$ cat src/rtl/rom_dl_pkg.sv
// Shared types and defaults for the program-ROM download/CPU arbiter.
// Imported by dl_fifo and rom_dl_arbiter.
package rom_dl_pkg;

    localparam int AW_DEF         = 16;
    localparam int DW_DEF         = 8;
    localparam int FIFO_DEPTH_DEF = 4;
    localparam int ROM_SIZE_DEF   = 49152;

    typedef enum logic [1:0] {
        S_IDLE,
        S_RD,
        S_RDW,
        S_WR
    } arb_state_t;

    typedef struct packed {
        logic [AW_DEF-1:0] addr;
        logic [DW_DEF-1:0] data;
    } dl_entry_t;

endpackage

$ cat src/rtl/dl_fifo.sv
// Download write buffer: synchronous FIFO of {addr, data} entries.
// Reset flushes the pointers; storage is left as-is.
module dl_fifo
    import rom_dl_pkg::*;
#(
    parameter int DEPTH = FIFO_DEPTH_DEF
) (
    input  logic                   clk,
    input  logic                   rst_n,
    input  logic                   i_push,
    input  dl_entry_t              i_din,
    input  logic                   i_pop,
    output dl_entry_t              o_head,
    output logic                   o_full,
    output logic                   o_empty,
    output logic [$clog2(DEPTH):0] o_count
);

    localparam int PW = $clog2(DEPTH);
    localparam logic [PW:0] FULL_CNT = (PW+1)'(DEPTH);

    dl_entry_t     r_mem [DEPTH];
    logic [PW-1:0] r_wp;
    logic [PW-1:0] r_rp;
    logic [PW:0]   r_cnt;
    logic          w_pop;
    logic          w_push;

    assign o_full  = (r_cnt == FULL_CNT);
    assign o_empty = (r_cnt == '0);
    assign o_count = r_cnt;
    assign o_head  = r_mem[r_rp];

    // A push into a full FIFO is still taken when a pop frees the slot.
    assign w_pop  = i_pop && !o_empty;
    assign w_push = i_push && (!o_full || w_pop);

    always_ff @(posedge clk) begin
        if (w_push) r_mem[r_wp] <= i_din;
    end

    always_ff @(posedge clk or negedge rst_n) begin
        if (!rst_n) begin
            r_wp  <= '0;
            r_rp  <= '0;
            r_cnt <= '0;
        end else begin
            if (w_push) r_wp <= r_wp + 1'b1;
            if (w_pop)  r_rp <= r_rp + 1'b1;
            unique case ({w_push, w_pop})
                2'b10:   r_cnt <= r_cnt + 1'b1;
                2'b01:   r_cnt <= r_cnt - 1'b1;
                default: r_cnt <= r_cnt;
            endcase
        end
    end

endmodule

$ cat src/rtl/rom_dl_arbiter.sv
// Shares one single-port program-ROM BRAM between the HPS download
// stream (buffered) and the CPU read port; flags when the image is in.
module rom_dl_arbiter
    import rom_dl_pkg::*;
#(
    parameter int AW         = AW_DEF,
    parameter int DW         = DW_DEF,
    parameter int FIFO_DEPTH = FIFO_DEPTH_DEF,
    parameter int ROM_SIZE   = ROM_SIZE_DEF
) (
    input  logic          clk_sys,
    input  logic          RESET_N,
    input  logic          dn_download,
    input  logic          dn_wr,
    input  logic [AW-1:0] dn_addr,
    input  logic [DW-1:0] dn_data,
    input  logic          cpu_req,
    input  logic [AW-1:0] cpu_addr,
    output logic [DW-1:0] cpu_rdata,
    output logic          cpu_ack,
    output logic [AW-1:0] mem_addr,
    output logic [DW-1:0] mem_din,
    output logic          mem_we,
    input  logic [DW-1:0] mem_dout,
    output logic          rom_ready,
    output logic          dn_ovf
);

    arb_state_t r_state;
    arb_state_t w_next;

    logic [AW-1:0] r_mem_addr;
    logic [DW-1:0] r_mem_din;
    logic          r_mem_we;
    logic [DW-1:0] r_rdata;
    logic          r_ack;
    logic          r_dl_d;
    logic          r_rom_ready;
    logic          r_ovf;

    logic          w_push;
    logic          w_pop;
    logic          w_full;
    logic          w_empty;
    logic          w_dl_rise;
    logic          w_drop;
    dl_entry_t     w_push_ent;
    dl_entry_t     w_head;
    logic [$clog2(FIFO_DEPTH):0] w_count;

    assign w_push = dn_wr && (32'(dn_addr) < 32'(ROM_SIZE));
    assign w_push_ent.addr = dn_addr;
    assign w_push_ent.data = dn_data;

    dl_fifo #(
        .DEPTH (FIFO_DEPTH)
    ) u_fifo (
        .clk     (clk_sys),
        .rst_n   (RESET_N),
        .i_push  (w_push),
        .i_din   (w_push_ent),
        .i_pop   (w_pop),
        .o_head  (w_head),
        .o_full  (w_full),
        .o_empty (w_empty),
        .o_count (w_count)
    );

    // A full FIFO outranks the CPU so download writes cannot starve.
    always_comb begin
        w_next = r_state;
        w_pop  = 1'b0;
        unique case (r_state)
            S_IDLE: begin
                if (w_full) begin
                    w_next = S_WR;
                    w_pop  = 1'b1;
                end else if (cpu_req) begin
                    w_next = S_RD;
                end else if (!w_empty) begin
                    w_next = S_WR;
                    w_pop  = 1'b1;
                end
            end
            S_RD:    w_next = S_RDW;
            S_RDW:   w_next = S_IDLE;
            S_WR:    w_next = S_IDLE;
            default: w_next = S_IDLE;
        endcase
    end

    // BRAM port registers load on entry to RD/WR so they hold through it.
    always_ff @(posedge clk_sys or negedge RESET_N) begin
        if (!RESET_N) begin
            r_state    <= S_IDLE;
            r_mem_addr <= '0;
            r_mem_din  <= '0;
            r_mem_we   <= 1'b0;
            r_rdata    <= '0;
            r_ack      <= 1'b0;
        end else begin
            r_state  <= w_next;
            r_mem_we <= w_pop;
            r_ack    <= (r_state == S_RDW);
            if (r_state == S_RDW) r_rdata <= mem_dout;
            if (w_pop) begin
                r_mem_addr <= w_head.addr;
                r_mem_din  <= w_head.data;
            end else if (r_state == S_IDLE && w_next == S_RD) begin
                r_mem_addr <= cpu_addr;
            end
        end
    end

    assign w_dl_rise = dn_download && !r_dl_d;
    assign w_drop    = w_push && w_full && !w_pop;

    always_ff @(posedge clk_sys or negedge RESET_N) begin
        if (!RESET_N) begin
            r_dl_d      <= 1'b0;
            r_rom_ready <= 1'b0;
            r_ovf       <= 1'b0;
        end else begin
            r_dl_d <= dn_download;
            if (w_dl_rise) begin
                r_rom_ready <= 1'b0;
            end else if (!dn_download && w_count == '0 && r_state != S_WR) begin
                r_rom_ready <= 1'b1;
            end
            if (w_drop) begin
                r_ovf <= 1'b1;
            end else if (w_dl_rise) begin
                r_ovf <= 1'b0;
            end
        end
    end

    assign mem_addr  = r_mem_addr;
    assign mem_din   = r_mem_din;
    assign mem_we    = r_mem_we;
    assign cpu_rdata = r_rdata;
    assign cpu_ack   = r_ack;
    assign rom_ready = r_rom_ready;
    assign dn_ovf    = r_ovf;

endmodule

$ cat config.mk
export PLATFORM = sky130hd
export DESIGN_NAME = rom_dl_arbiter
export DESIGN_NICKNAME = d
export VERILOG_FILES = /design/src/rtl/rom_dl_pkg.sv /design/src/rtl/dl_fifo.sv /design/src/rtl/rom_dl_arbiter.sv
export SDC_FILE = /design/constraint.sdc
export NUM_CORES = 1
export LEC_CHECK = 0
export CAP_MARGIN = 25
export CORE_ASPECT_RATIO = 1.2
export CORE_UTILIZATION = 38
export CTS_CLUSTER_SIZE = 40
export DETAILED_ROUTE_END_ITERATION = 7
export GPL_ROUTABILITY_DRIVEN = 0
export GPL_TIMING_DRIVEN = 0
export PLACE_DENSITY = 0.73
export REMOVE_ABC_BUFFERS = 1
export SETUP_SLACK_MARGIN = 0.4
export SYNTH_ARGS = -nofsm -noshare
export SYNTH_HDL_FRONTEND = slang
export SYNTH_HIERARCHICAL = 1
export SYNTH_SLANG_ARGS = --single-unit
$ cat constraint.sdc
create_clock -name clk_sys -period 2.4 [get_ports clk_sys]
set_input_delay 0.48 -clock clk_sys [delete_from_list [all_inputs] [get_ports clk_sys]]
set_output_delay 0.48 -clock clk_sys [all_outputs]
set_load 0.01 [all_outputs]
==> run_summary.xml, run 1 <==
<?xml version="1.0" encoding="UTF-8"?>
<metrics>
  <group name="die">
    <metric name="floorplan.rows" unit="">48</metric>
    <metric name="design.portCount" unit="">89</metric>
    <metric name="die_ht" unit="um">136</metric>
    <metric name="floorplan.initialDensity" unit="%">39.2</metric>
    <metric name="floorplan.core_area" unit="mm^2">0.0145</metric>
    <metric name="die_area" unit="mm^2">0.0155</metric>
    <metric name="die_w" unit="um">114</metric>
  </group>
  <group name="grt">
    <metric name="wire_length_of_the_first_global_routing_pass" unit="um">17800</metric>
    <metric name="grtUsageTotal" unit="%">15.9</metric>
    <metric name="pin_count_of_the_biggest_net_entering_global_routing" unit="">29</metric>
    <metric name="globalRouteOverflowTotal" unit="">0</metric>
    <metric name="first_global_vias" unit="">3349</metric>
    <metric name="number_of_antenna_violations_at_the_first_check_in_global_routing" unit="">0</metric>
  </group>
  <group name="worst_hold_path">
    <metric name="hp-class" unit="">in2async</metric>
  </group>
  <group name="cells_and_area">
    <metric name="drive_above_1_share" unit="%">30.9</metric>
    <metric name="area_delta_synth_final" unit="%">38.4</metric>
    <metric name="multi_input_comb_area" unit="mm^2">0.00166</metric>
    <metric name="postLayoutCoreUtil" unit="%">54.2</metric>
    <metric name="regArea" unit="mm^2">0.00404</metric>
    <metric name="commonest_non_fill_non_tap_cells_in_the_layout" unit="">96 x edfxtp_1, 87 x clkdlybuf4s50_1, 44 x dfrtp_1</metric>
    <metric name="filler_cell_count" unit="">1190</metric>
    <metric name="mostFrequentLayoutCell" unit="">edfxtp_1</metric>
    <metric name="antenna_diode_count" unit="">0</metric>
    <metric name="layout.nets" unit="">489</metric>
  </group>
  <group name="timing">
    <metric name="report.final.slew_viol_count" unit="">0</metric>
    <metric name="fmax" unit="MHz">409</metric>
    <metric name="report.final.hold_viol_count" unit="">0</metric>
    <metric name="rsz0062_at_grt" unit="">true</metric>
    <metric name="period_minus_slack" unit="ps">2440</metric>
    <metric name="fin_worst_skew" unit="ps">10.7</metric>
    <metric name="tightest_slew" unit="ps">754</metric>
    <metric name="finalWorstSetupSlack" unit="ps">-43.1</metric>
    <metric name="setup_violation_total_in_the_final_timing_report" unit="">1</metric>
    <metric name="relSlewSlack" unit="%">49.6</metric>
    <metric name="final_worst_path_cycle_share" unit="%">102</metric>
  </group>
  <group name="synthesis">
    <metric name="number_of_flip_flops_and_latches_in_the_synthesized_netlist" unit="">142</metric>
    <metric name="post_synth_instance_area" unit="mm^2">0.00569</metric>
    <metric name="synth_sequential_area_ratio" unit="%">70.9</metric>
    <metric name="yosys-top-cells-area" unit="">edfxtp_1 51%, dfrtp_1 20%, mux4_2 9.5%</metric>
    <metric name="yosysWarnings" unit="">6</metric>
    <metric name="synth.lib_cells_used.distinct" unit="">41</metric>
    <metric name="yosys.area.top_type_share" unit="%">50.6</metric>
    <metric name="post-synth-top-area-cell" unit="">edfxtp_1</metric>
    <metric name="synthCells" unit="">291</metric>
    <metric name="syn-mean-instance-area" unit="um^2">19.6</metric>
  </group>
  <group name="setup_path">
    <metric name="r2r.worst_path.cells" unit="">11</metric>
    <metric name="timing.critical_path.to_type" unit="">register</metric>
    <metric name="critPathCapture" unit="">u_fifo/o_count[2]$_DFFE_PN0P_</metric>
    <metric name="worst-path-max-fanout" unit="">4</metric>
    <metric name="crit-reg2reg-launch" unit="">u_fifo/o_count[1]$_DFFE_PN0P_</metric>
    <metric name="critical_path.reg2reg.endpoint" unit="">u_fifo/o_count[2]$_DFFE_PN0P_</metric>
    <metric name="worst-r2r-setup-slack" unit="ps">-40</metric>
    <metric name="critPathLaunch" unit="">u_fifo/o_count[1]$_DFFE_PN0P_</metric>
    <metric name="startpoint_class" unit="">register</metric>
    <metric name="crit_type" unit="">reg2reg</metric>
    <metric name="worst-endpoint-arrival" unit="ps">2760</metric>
    <metric name="worst_ep_required_time" unit="ps">2720</metric>
  </group>
  <group name="drt">
    <metric name="route.detailed.vias_per_inst" unit="">5.01</metric>
    <metric name="drt-wirelength-per-cell" unit="um">20.0</metric>
    <metric name="route.antenna.remaining_nets" unit="">0</metric>
    <metric name="drt-total-wl" unit="um">12800</metric>
    <metric name="dr.pass1.iters" unit="">4</metric>
    <metric name="via_count" unit="">3219</metric>
    <metric name="drt_first_iter_violations" unit="">111</metric>
    <metric name="drc" unit="">0</metric>
  </group>
  <group name="clock_network">
    <metric name="cts_buffers" unit="">17</metric>
    <metric name="clock_path_buffers" unit="">2</metric>
    <metric name="cts_h_tree_lvls" unit="">4</metric>
    <metric name="worstSkewPairLatency" unit="ps">410</metric>
    <metric name="clk_pin_slew_worst_paths" unit="ps">60</metric>
    <metric name="cts_root_buffer" unit="">clkbuf_16</metric>
    <metric name="cts.sink_count" unit="">142</metric>
    <metric name="tritoncts" unit="">yes</metric>
  </group>
  <group name="run">
    <metric name="max-cap-violations" unit="">0</metric>
  </group>
  <group name="power">
    <metric name="finalPower" unit="mW">10.3</metric>
    <metric name="power.static_leakage" unit="nW">2.86</metric>
    <metric name="max-vdd-ir-drop" unit="mV">0.411</metric>
    <metric name="power.density" unit="mW/mm^2">1300</metric>
  </group>
  <group name="placement">
    <metric name="hpwl" unit="um">7040</metric>
    <metric name="port_buffers" unit="">88</metric>
  </group>
  <group name="run_status">
    <metric name="violations" unit="">setup timing</metric>
    <metric name="result_of_the_run" unit="">finished with violations</metric>
  </group>
</metrics>
cell usage after synthesis, drive strengths merged:
| cell | count |
|---|---|
| xor2 | 3 |
| a21boi | 1 |
| o21a | 1 |
| nor3b | 1 |
| o21ba | 1 |
| or2 | 1 |
| a22o | 1 |
| a2bb2oi | 16 |
| buf | 14 |
| inv | 7 |
| nand2 | 2 |
| mux2i | 1 |
| a211oi | 16 |
| o31a | 1 |
| edfxtp | 96 |
| nor3 | 1 |
| or3b | 1 |
| nand2b | 1 |
| and2 | 4 |
| mux2 | 17 |
| o21ai | 16 |
| nor4 | 1 |
| nor2b | 1 |
| mux4 | 24 |
| ha | 5 |
| clkbuf | 1 |
| fa | 1 |
| dfrtp | 46 |
| o21bai | 1 |
| a32o | 1 |
| nor2 | 5 |
| xnor2 | 3 |
how the worst min path moves through the flow:
stage                                to  slack (ps)  depth (start not counted)
2_1_floorplan         cpu_ack$_DFF_PN0_         180                          0
3_3_place_gp       r_state[1]$_DFF_PN0_         440                          1
3_5_place_dp       r_state[1]$_DFF_PN0_         450                          1
4_1_cts        cpu_rdata[5]$_DFFE_PN0P_         110                          1
5_1_grt        cpu_rdata[0]$_DFFE_PN0P_         140                          1
6_report              cpu_ack$_DFF_PN0_          90                          1
cell type report:
cell class                      instances  share of cell area (%)
Sequential cell                       142                    51.3
Multi-Input combinational cell        139                    21.1
Timing Repair Buffer                  123                    16.2
Clock buffer                           24                    7.21
Tap cell                              200                    3.18
Clock inverter                          8                   0.715
Inverter                                7                   0.365
timing repair:
action,4_1_cts,5_1_grt
pin swaps,11,6
endpoints found under the setup margin,128,108
cloned,0,13
setup buffers,19,11
hold buffers,0,0
gates resized for setup,18,22
report_power, final:
part	internal [mW]	switching, mW
clock	1.67	1.00
combinational	2.20	1.72
sequential	3.30	0.380
kinds of logic after synthesis:
group                    Yosys count  share of synthesized area, %
flip-flops                       142                          70.9
AO/OA/AOI/OAI                     55                          8.55
multiplexers                      42                          13.1
buffers and inverters             22                          2.53
AND/OR/NAND/NOR                   18                          2.57
XOR/XNOR                           6                         0.923
adder cells (fa/ha/maj)            6                          1.45
worst max-delay path, cell delays in order (launching register included):
cell and delay, ps:
dfrtp_1 390, or3b_4 420, inv_4 60, o21ba_4 170, nor2_8 130, o31a_4 170, ha_4 130, inv_2 40
fa_2 330, xor2_1 140, nor2_1 150, xor2_1 220
through the flow:
stage | setup TNS, ps | setup WS, ps | hold WS (ps) | cell area [um^2] | instances
finish | -43.1 | -43.1 | 94.0 | 7880 | 643
global route | -93.3 | -93.3 | 142 | 7880 | 643
CTS | 0 | 45.8 | 106 | 7630 | 619
detailed placement | -49340 | -654 | 455 | 6800 | 568
global placement | -75370 | -608 | 444 | 6710 | 564
floorplan | -269 | -217 | 184 | 5570 | 276
state kept, by name, summed over array words and instances, names as in the netlist:
register	cells
r_dl_d	1
mem_we	1
u_fifo/r_mem	96
cpu_ack	1
cpu_rdata	8
dn_ovf	1
u_fifo/r_rp	2
mem_addr	16
u_fifo/o_count	3
r_state	2
u_fifo/r_wp	2
mem_din	8
rom_ready	1
routing by layer:
metal  routed length [um]  part of all wire, %  track usage (%)
met1                 5210                   41             18.0
met2                 6920                   54             28.5
met3                  501                  3.9             3.92
met4                  210                  1.6             6.51
met5                    0                    0                0
Note: power is estimated with default switching activity, not from simulation.
==> run 2, diff against run 1 <==
--- a/config.mk
+++ b/config.mk
@@ -5,6 +5,7 @@
 export SDC_FILE = /design/constraint.sdc
 export NUM_CORES = 1
 export LEC_CHECK = 0
+export ABC_CLOCK_PERIOD_IN_PS = 2400
 export CAP_MARGIN = 25
 export CORE_ASPECT_RATIO = 1.2
 export CORE_UTILIZATION = 38
==> results of run 2 <==
No change in the layout: final DEF, timing and power equal those of run 1.
